===== src/rtl/go_decode.sv =====
// TicTacToe win-display sequencer: latches the gameover word once per game,
// expands it to a cell mask and blinks then holds the winning cells.
module go_decode #(
  parameter int BLINK_DIV     = 25_000_000,
  parameter int FLASH_TOGGLES = 6
) (
  input  logic       clk,
  input  logic       rst_n,
  input  logic [9:0] gameover,
  input  logic       clear,
  output logic [8:0] cell_mask,
  output logic [8:0] highlight,
  output logic [1:0] winner,
  output logic       win_evt,
  output logic       busy
);

  localparam int DW = $clog2(BLINK_DIV);
  localparam int TW = $clog2(FLASH_TOGGLES + 1);
  localparam logic [DW-1:0] DIV_LAST = DW'(BLINK_DIV - 1);
  localparam logic [TW-1:0] TOG_LAST = TW'(FLASH_TOGGLES - 1);

  typedef enum logic [1:0] {
    IDLE,
    FLASH,
    HOLD
  } state_e;

  state_e        state_q, state_d;
  logic [8:0]    mask_q, mask_d;
  logic [1:0]    win_q, win_d;
  logic          phase_q, phase_d;
  logic          evt_q, evt_d;
  logic [DW-1:0] div_q, div_d;
  logic [TW-1:0] tog_q, tog_d;

  function automatic logic [8:0] line_cells(
    input logic [7:0] l
  );
    logic [8:0] m;
    m = '0;
    if (l[0]) m |= 9'b000_000_111;
    if (l[1]) m |= 9'b000_111_000;
    if (l[2]) m |= 9'b111_000_000;
    if (l[3]) m |= 9'b001_001_001;
    if (l[4]) m |= 9'b010_010_010;
    if (l[5]) m |= 9'b100_100_100;
    if (l[6]) m |= 9'b100_010_001;
    if (l[7]) m |= 9'b001_010_100;
    return m;
  endfunction

  always_comb begin
    state_d = state_q;
    mask_d  = mask_q;
    win_d   = win_q;
    phase_d = phase_q;
    div_d   = div_q;
    tog_d   = tog_q;
    evt_d   = 1'b0;
    if (clear) begin
      state_d = IDLE;
      mask_d  = '0;
      win_d   = '0;
      phase_d = 1'b0;
      div_d   = '0;
      tog_d   = '0;
    end else begin
      unique case (state_q)
        IDLE: begin
          if (gameover[9]) begin
            state_d = FLASH;
            mask_d  = line_cells(gameover[7:0]);
            win_d   = gameover[8] ? 2'b10 : 2'b01;
            phase_d = 1'b1;
            div_d   = '0;
            tog_d   = '0;
            evt_d   = 1'b1;
          end
        end
        FLASH: begin
          if (div_q == DIV_LAST) begin
            div_d   = '0;
            phase_d = ~phase_q;
            tog_d   = tog_q + 1'b1;
            // last toggle lands steady-lit in HOLD
            if (tog_q == TOG_LAST) begin
              state_d = HOLD;
              phase_d = 1'b1;
            end
          end else begin
            div_d = div_q + 1'b1;
          end
        end
        HOLD: begin
          div_d = '0;
        end
        default: begin
          state_d = IDLE;
        end
      endcase
    end
  end

  always_ff @(posedge clk or negedge rst_n) begin
    if (!rst_n) begin
      state_q <= IDLE;
      mask_q  <= '0;
      win_q   <= '0;
      phase_q <= 1'b0;
      evt_q   <= 1'b0;
      div_q   <= '0;
      tog_q   <= '0;
    end else begin
      state_q <= state_d;
      mask_q  <= mask_d;
      win_q   <= win_d;
      phase_q <= phase_d;
      evt_q   <= evt_d;
      div_q   <= div_d;
      tog_q   <= tog_d;
    end
  end

  assign cell_mask = mask_q;
  assign highlight = mask_q & {9{phase_q}};
  assign winner    = win_q;
  assign win_evt   = evt_q;
  assign busy      = (state_q != IDLE);

endmodule


===== config.mk =====
export PLATFORM = sky130hd
export DESIGN_NAME = go_decode
export DESIGN_NICKNAME = d
export VERILOG_FILES = /design/src/rtl/go_decode.sv
export SDC_FILE = /design/constraint.sdc
export NUM_CORES = 1
export LEC_CHECK = 0
export ABC_AREA = 1
export CORE_ASPECT_RATIO = 2
export CORE_MARGIN = 2
export CORE_UTILIZATION = 55
export CTS_CLUSTER_SIZE = 40
export DETAILED_ROUTE_END_ITERATION = 12
export GPL_ROUTABILITY_DRIVEN = 0
export PLACE_DENSITY_LB_ADDON = 0.25
export SYNTH_ARGS = -nofsm -noshare
export SYNTH_HDL_FRONTEND = slang
export SYNTH_SLANG_ARGS = --single-unit

===== constraint.sdc =====
create_clock -name clk -period 1.8 [get_ports clk]
set_clock_uncertainty 0.1 [all_clocks]
set_input_delay 0.36 -clock clk [delete_from_list [all_inputs] [get_ports clk]]
set_output_delay 0.36 -clock clk [all_outputs]
set_load 0.05 [all_outputs]

==> flow_metrics.tcl, run 1 <==
set metrics [dict create \
    status "finished, final reports clean" \
    grt-ovfl-total 0 \
    numClockSinks 43 \
    worst_pin_slew_ps 466 \
    hold_viol_final 0 \
    post-synth-top-count-cell "nand2_1" \
    hpwl_um 5340 \
    worst-r2r-cell-count 11 \
    hp-class "in2reg" \
    utilization_pct 74.7 \
    grt_pass1_vias 2543 \
    ys_top_cells_by_area "dfrtp_1, nand2_1, nor2_1, inv_1, nand3_1" \
    drc 0 \
    period_share_pct 94.9 \
    drt-pass1-iter-count 4 \
    die_h_um 99.4 \
    yosys.area.top_type "dfrtp_1" \
    cp-end-kind "output pin" \
    viasPerCell 5.40 \
    stdcell_area_sq_um 3270 \
    syn-num-nets 371 \
    synth_flop_cell "dfrtp_1" \
    rows 34 \
    fin_nets 431 \
    startpoint "phase_q" \
    portBuffers 34 \
    seq_area_frac_synth_pct 43.0 \
    syn_area_sq_um 2500 \
    dieArea_sq_um 5140 \
    cts_root_buf "clkbuf_8" \
    synth_cells 355 \
    grt_util_all_layers_pct 28.8 \
    drtIter0Drc 70 \
    cts_max_path_buffers 2 \
    r2r_slack_ps 120 \
    powerDensity_nw_per_um2 1080 \
    async_flop_share_pct 100 \
    htree_levels 2 \
    finalMaxSlewViolations 0 \
    cap_violations 0 \
    avgSynthCellArea_sq_um 7.05 \
    crit_type "reg2out" \
    clkLatencyLatePin_ps 300 \
    coreArea_sq_um 4380 \
    layout-drive-gt1-share_pct 19.2 \
    r2r-start "div_q[0]" \
    synth-seq-cells 43 \
    synthDominantCellAreaShare_pct 43.0 \
    antennaDiodeCount 0 \
    worstSetupEndpoint "highlight[5]" \
    ant_nets 0 \
    postPlaceCellArea_sq_um 3110 \
    grt_max_degree 20 \
    cts_buffers 5 \
    ios 35 \
    drt-total-wl_um 6870 \
    timing.rr.end "div_q[12]" \
    start_kind "flop" \
    num_vias 2538 \
    wl_per_cell_um 14.6 \
    antenna_found_initial 0 \
    grt_pass1_wl_um 10900 \
    slew_headroom_pct 68.9 \
    whs_path_depth 3 \
    synth-edff-count 0 \
    clk_pin_slew_worst_paths_ps 80 \
    critPathArrivalTime_ps 1250 \
    p_leak_nw 1.61 \
    required_ps 1340 \
    start_util_pct 57.1 \
    areaGrowthSynthToFinish_pct 30.7 \
    fin_crit_ps 1710 \
    ys_warn_count 0 \
    irDropWorstVdd_mv 1.52 \
    cp_max_fo 11 \
    hold_ws_ps 407 \
    max_freq_ghz 0.586 \
    setup_viol 0 \
    cts_tree "yes" \
    synth_common_cells "nand2_1, nor2_1, inv_1" \
    ys_types 26 \
    die_w_um 51.7 \
]
-- layout by cell type, fill, tap and decap left out, types with 2 or more instances in the layout --
cell type / instances
o21ai_1: 2
nor2_4: 2
buf_12: 10
dfrtp_1: 43
nand2_1: 106
nor2_1: 46
nor3_1: 8
clkbuf_8: 7
xor2_1: 2
buf_4: 35
ha_1: 3
xnor2_1: 5
a31oi_1: 2
inv_2: 4
o21ai_0: 12
nor2_2: 11
nand4_1: 15
inv_1: 45
nand3_1: 26
a21oi_1: 2
nand2_4: 4
nand2_2: 3
clkdlybuf4s50_1: 10
o21bai_1: 4
-- cells by family after synthesis --
| logic type | Yosys count | share of synthesized area, % |
|---|---|---|
| and+or+nand+nor | 225 | 39.5 |
| AOI/OAI and AO/OA | 22 | 4.90 |
| buffers and inverters | 55 | 8.70 |
| adders and majority gates | 3 | 1.50 |
| xor gates and xnor gates | 7 | 2.45 |
| DFF | 43 | 43.0 |
-- worst min-delay path by stage --
stage,startpoint,endpoint,slack [ps]
4_1_cts,tog_q[1],tog_q[1],410
3_3_place_gp,rst_n,div_q[15],230
5_1_grt,clear,win_evt,440
6_report,clear,win_evt,410
3_5_place_dp,rst_n,div_q[15],240
2_1_floorplan,rst_n,cell_mask[0],-40
-- final cells by class --
| type | count | area [sq um] |
|---|---|---|
| inverters | 50 | 193 |
| flip-flops and latches | 43 | 1080 |
| fillers | 332 | 1110 |
| repair buffers | 58 | 591 |
| multi-input cells | 257 | 1240 |
| clock buffers | 8 | 100 |
| well taps | 54 | 67.6 |
-- critical path, cell delays in order (launching register included) --
cell,delay (ps)
dfrtp_1,590
nand2_1,90
inv_1,120
buf_12,150
-- flip-flops by register name (all words and copies together), names as in the netlist --
register   cells
cell_mask      9
div_q         25
phase_q        1
state_q        2
tog_q          3
win_evt        1
winner         2
-- power by group --
part	leakage [nW]	internal [mW]	switching (mW)
clock network	0.0515	0.351	0.338
logic	0.972	0.579	1.01
registers	0.587	1.09	0.150
-- metal layers --
layer / global-route usage [%] / vias to the layer above / wire length (um)
met5: 0 / - / 0
met4: 19.0 / 0 / 429
met3: 4.05 / 33 / 244
met2: 55.0 / 97 / 3840
met1: 26.0 / 1172 / 2360
li1: - / 1236 / -
-- what timing repair did --
item                                   4_1_cts  5_1_grt
hold buffers                                 1        0
endpoints found under the hold margin       17        0
setup endpoints to repair                    0       29
resized for setup                            0       13
setup buffers                                0        2
-- per-stage QoR --
stage          instances  worst slack, ps  TNS (ps)  power (mW)
6_report             470             92.6         0        3.52
5_1_grt              470            -1.38     -1.38        3.66
4_1_cts              468             28.4         0        3.49
3_5_place_dp         459             -216     -3380        2.81
3_3_place_gp         459             -145     -2380        2.77
2_1_floorplan        355              235         0        2.14
No activity file was read; power rests on OpenSTA's default activity.
==> inputs of run 2 (changes only) <==
Settings changed: GPL_TIMING_DRIVEN set to 0.
==> flow_metrics.tcl, run 2 (synthesized netlist as in run 1, its figures left out) <==
set metrics [dict create \
    cts_buffers 5 \
    hp-start "clear" \
    cts_root_buf "clkbuf_8" \
    utilization_pct 70.7 \
    fin_nets 420 \
    worst-r2r-cell-count 11 \
    start_kind "flop" \
    p_leak_nw 1.53 \
    most-common-layout-cells "nand2_1, nor2_1, inv_1" \
    hp-class "in2reg" \
    numClockSinks 43 \
    critPathSlowestCell "dfrtp_2" \
    portBuffers 34 \
    drt-total-wl_um 6640 \
    timing.rr.end "div_q[2]" \
    period_share_pct 98.5 \
    die_w_um 51.7 \
    irDropWorstVdd_mv 0.876 \
    grt_pass1_wl_um 11400 \
    dieArea_sq_um 5140 \
    cp-end-kind "output pin" \
    hpwl_um 5050 \
    hold_viol_final 0 \
    drt-pass1-iter-count 4 \
    die_h_um 99.4 \
    grt_pass1_vias 2556 \
    ios 35 \
    postPlaceCellArea_sq_um 2930 \
    clk_pin_slew_worst_paths_ps 80 \
    viasPerCell 5.56 \
    powerDensity_nw_per_um2 1050 \
    coreArea_sq_um 4380 \
    worst_pin_slew_ps 561 \
    fin_crit_ps 1770 \
    drc 0 \
    crit_type "reg2out" \
    stdcell_area_sq_um 3100 \
    htree_levels 2 \
    largest_register_ffs 25 \
    start_util_pct 57.1 \
    areaGrowthSynthToFinish_pct 23.7 \
    final_common_cell "nand2_1" \
    antenna_found_initial 0 \
    drtIter0Drc 66 \
    wl_per_cell_um 14.5 \
    ant_nets 0 \
    setup_viol 0 \
    antennaDiodeCount 0 \
    worst-path-buf-inv 2 \
    whs_path_depth 2 \
    status "finished, final reports clean" \
    r2r_slack_ps 120 \
    cp_cell_sequence "nand2_1 > inv_1 > clkdlybuf4s15_2" \
    crit_family "flip-flops" \
    regMostFlops "div_q" \
    slew_headroom_pct 62.6 \
    grt-ovfl-total 0 \
    rsz0062_at_grt "true" \
    cts_max_path_buffers 2 \
    cp_max_fo 11 \
    worstHoldEndpoint "win_evt" \
    num_vias 2547 \
    required_ps 1340 \
    layout-drive-gt1-share_pct 12.6 \
    finalMaxSlewViolations 0 \
    clkLatencyLatePin_ps 300 \
    critPathArrivalTime_ps 1310 \
    grt_util_all_layers_pct 29.1 \
    grt_max_degree 23 \
    rows 34 \
    max_stage_delay_ps 500 \
    r2r-start "div_q[0]" \
    cap_violations 0 \
    max_freq_ghz 0.564 \
    cts_tree "yes" \
]
-- run 2: area by class of cell --
| type | count | area (sq um) |
|---|---|---|
| Buffer | 4 | 30.0 |
| Clock buffer | 6 | 82.6 |
| Clock inverter | 1 | 5.00 |
| Fill cell | 346 | 1280 |
| Inverter | 50 | 193 |
| Multi-Input combinational cell | 257 | 1240 |
| Sequential cell | 43 | 1080 |
| Tap cell | 54 | 67.6 |
| Timing Repair Buffer | 43 | 404 |
-- run 2: timing repair --
item,in CTS,in global routing
hold buffers,1,0
setup buffers,3,4
endpoints found under the setup margin,34,34
pin swaps,2,2
gates resized for setup,45,18
cloned,0,0
hold endpoints to repair,21,0
-- run 2: power by group --
part	internal (mW)	switching, mW
Sequential	1.09	0.146
Combinational	0.410	0.982
Clock	0.302	0.333
-- run 2: metal layers --
metal | GRT usage, % | vias up | part of all wire, %
met5 | 0 | - | 0
met4 | 18.8 | 0 | 5.3
met3 | 3.45 | 30 | 4.0
met2 | 53.2 | 102 | 56
met1 | 29.5 | 1198 | 35
li1 | - | 1217 | -
-- run 2: worst reg2reg max path, delay by kind of cell (launching register included) --
kind / cells / cell delay (ps)
and+or+nand+nor: 7 / 670
DFF: 1 / 360
buffers and inverters: 3 / 280
adders and majority gates: 1 / 160
-- run 2: worst max-delay path by stage --
stage,start,endpoint,slack (ps),cells past startpoint
floorplan,div_q[1],div_q[18],240,11
global placement,rst_n,tog_q[1],-890,1
detailed placement,phase_q,highlight[4],-370,4
CTS,div_q[0],div_q[2],0.8,11
global route,div_q[1],div_q[14],-40,10
finish,phase_q,highlight[4],30,3
-- run 2: through the flow --
step                total power [mW]  cells  TNS (ps)  hold WS, ps  setup WS, ps
finish                          3.26    458         0          378          26.1
global route                    3.42    458     -71.4          380         -37.8
CTS                             3.20    454         0          417         0.756
detailed placement              2.62    444     -9750          278          -365
global placement                2.59    443    -47140          389          -887
floorplan                       2.14    355         0        -35.6           235
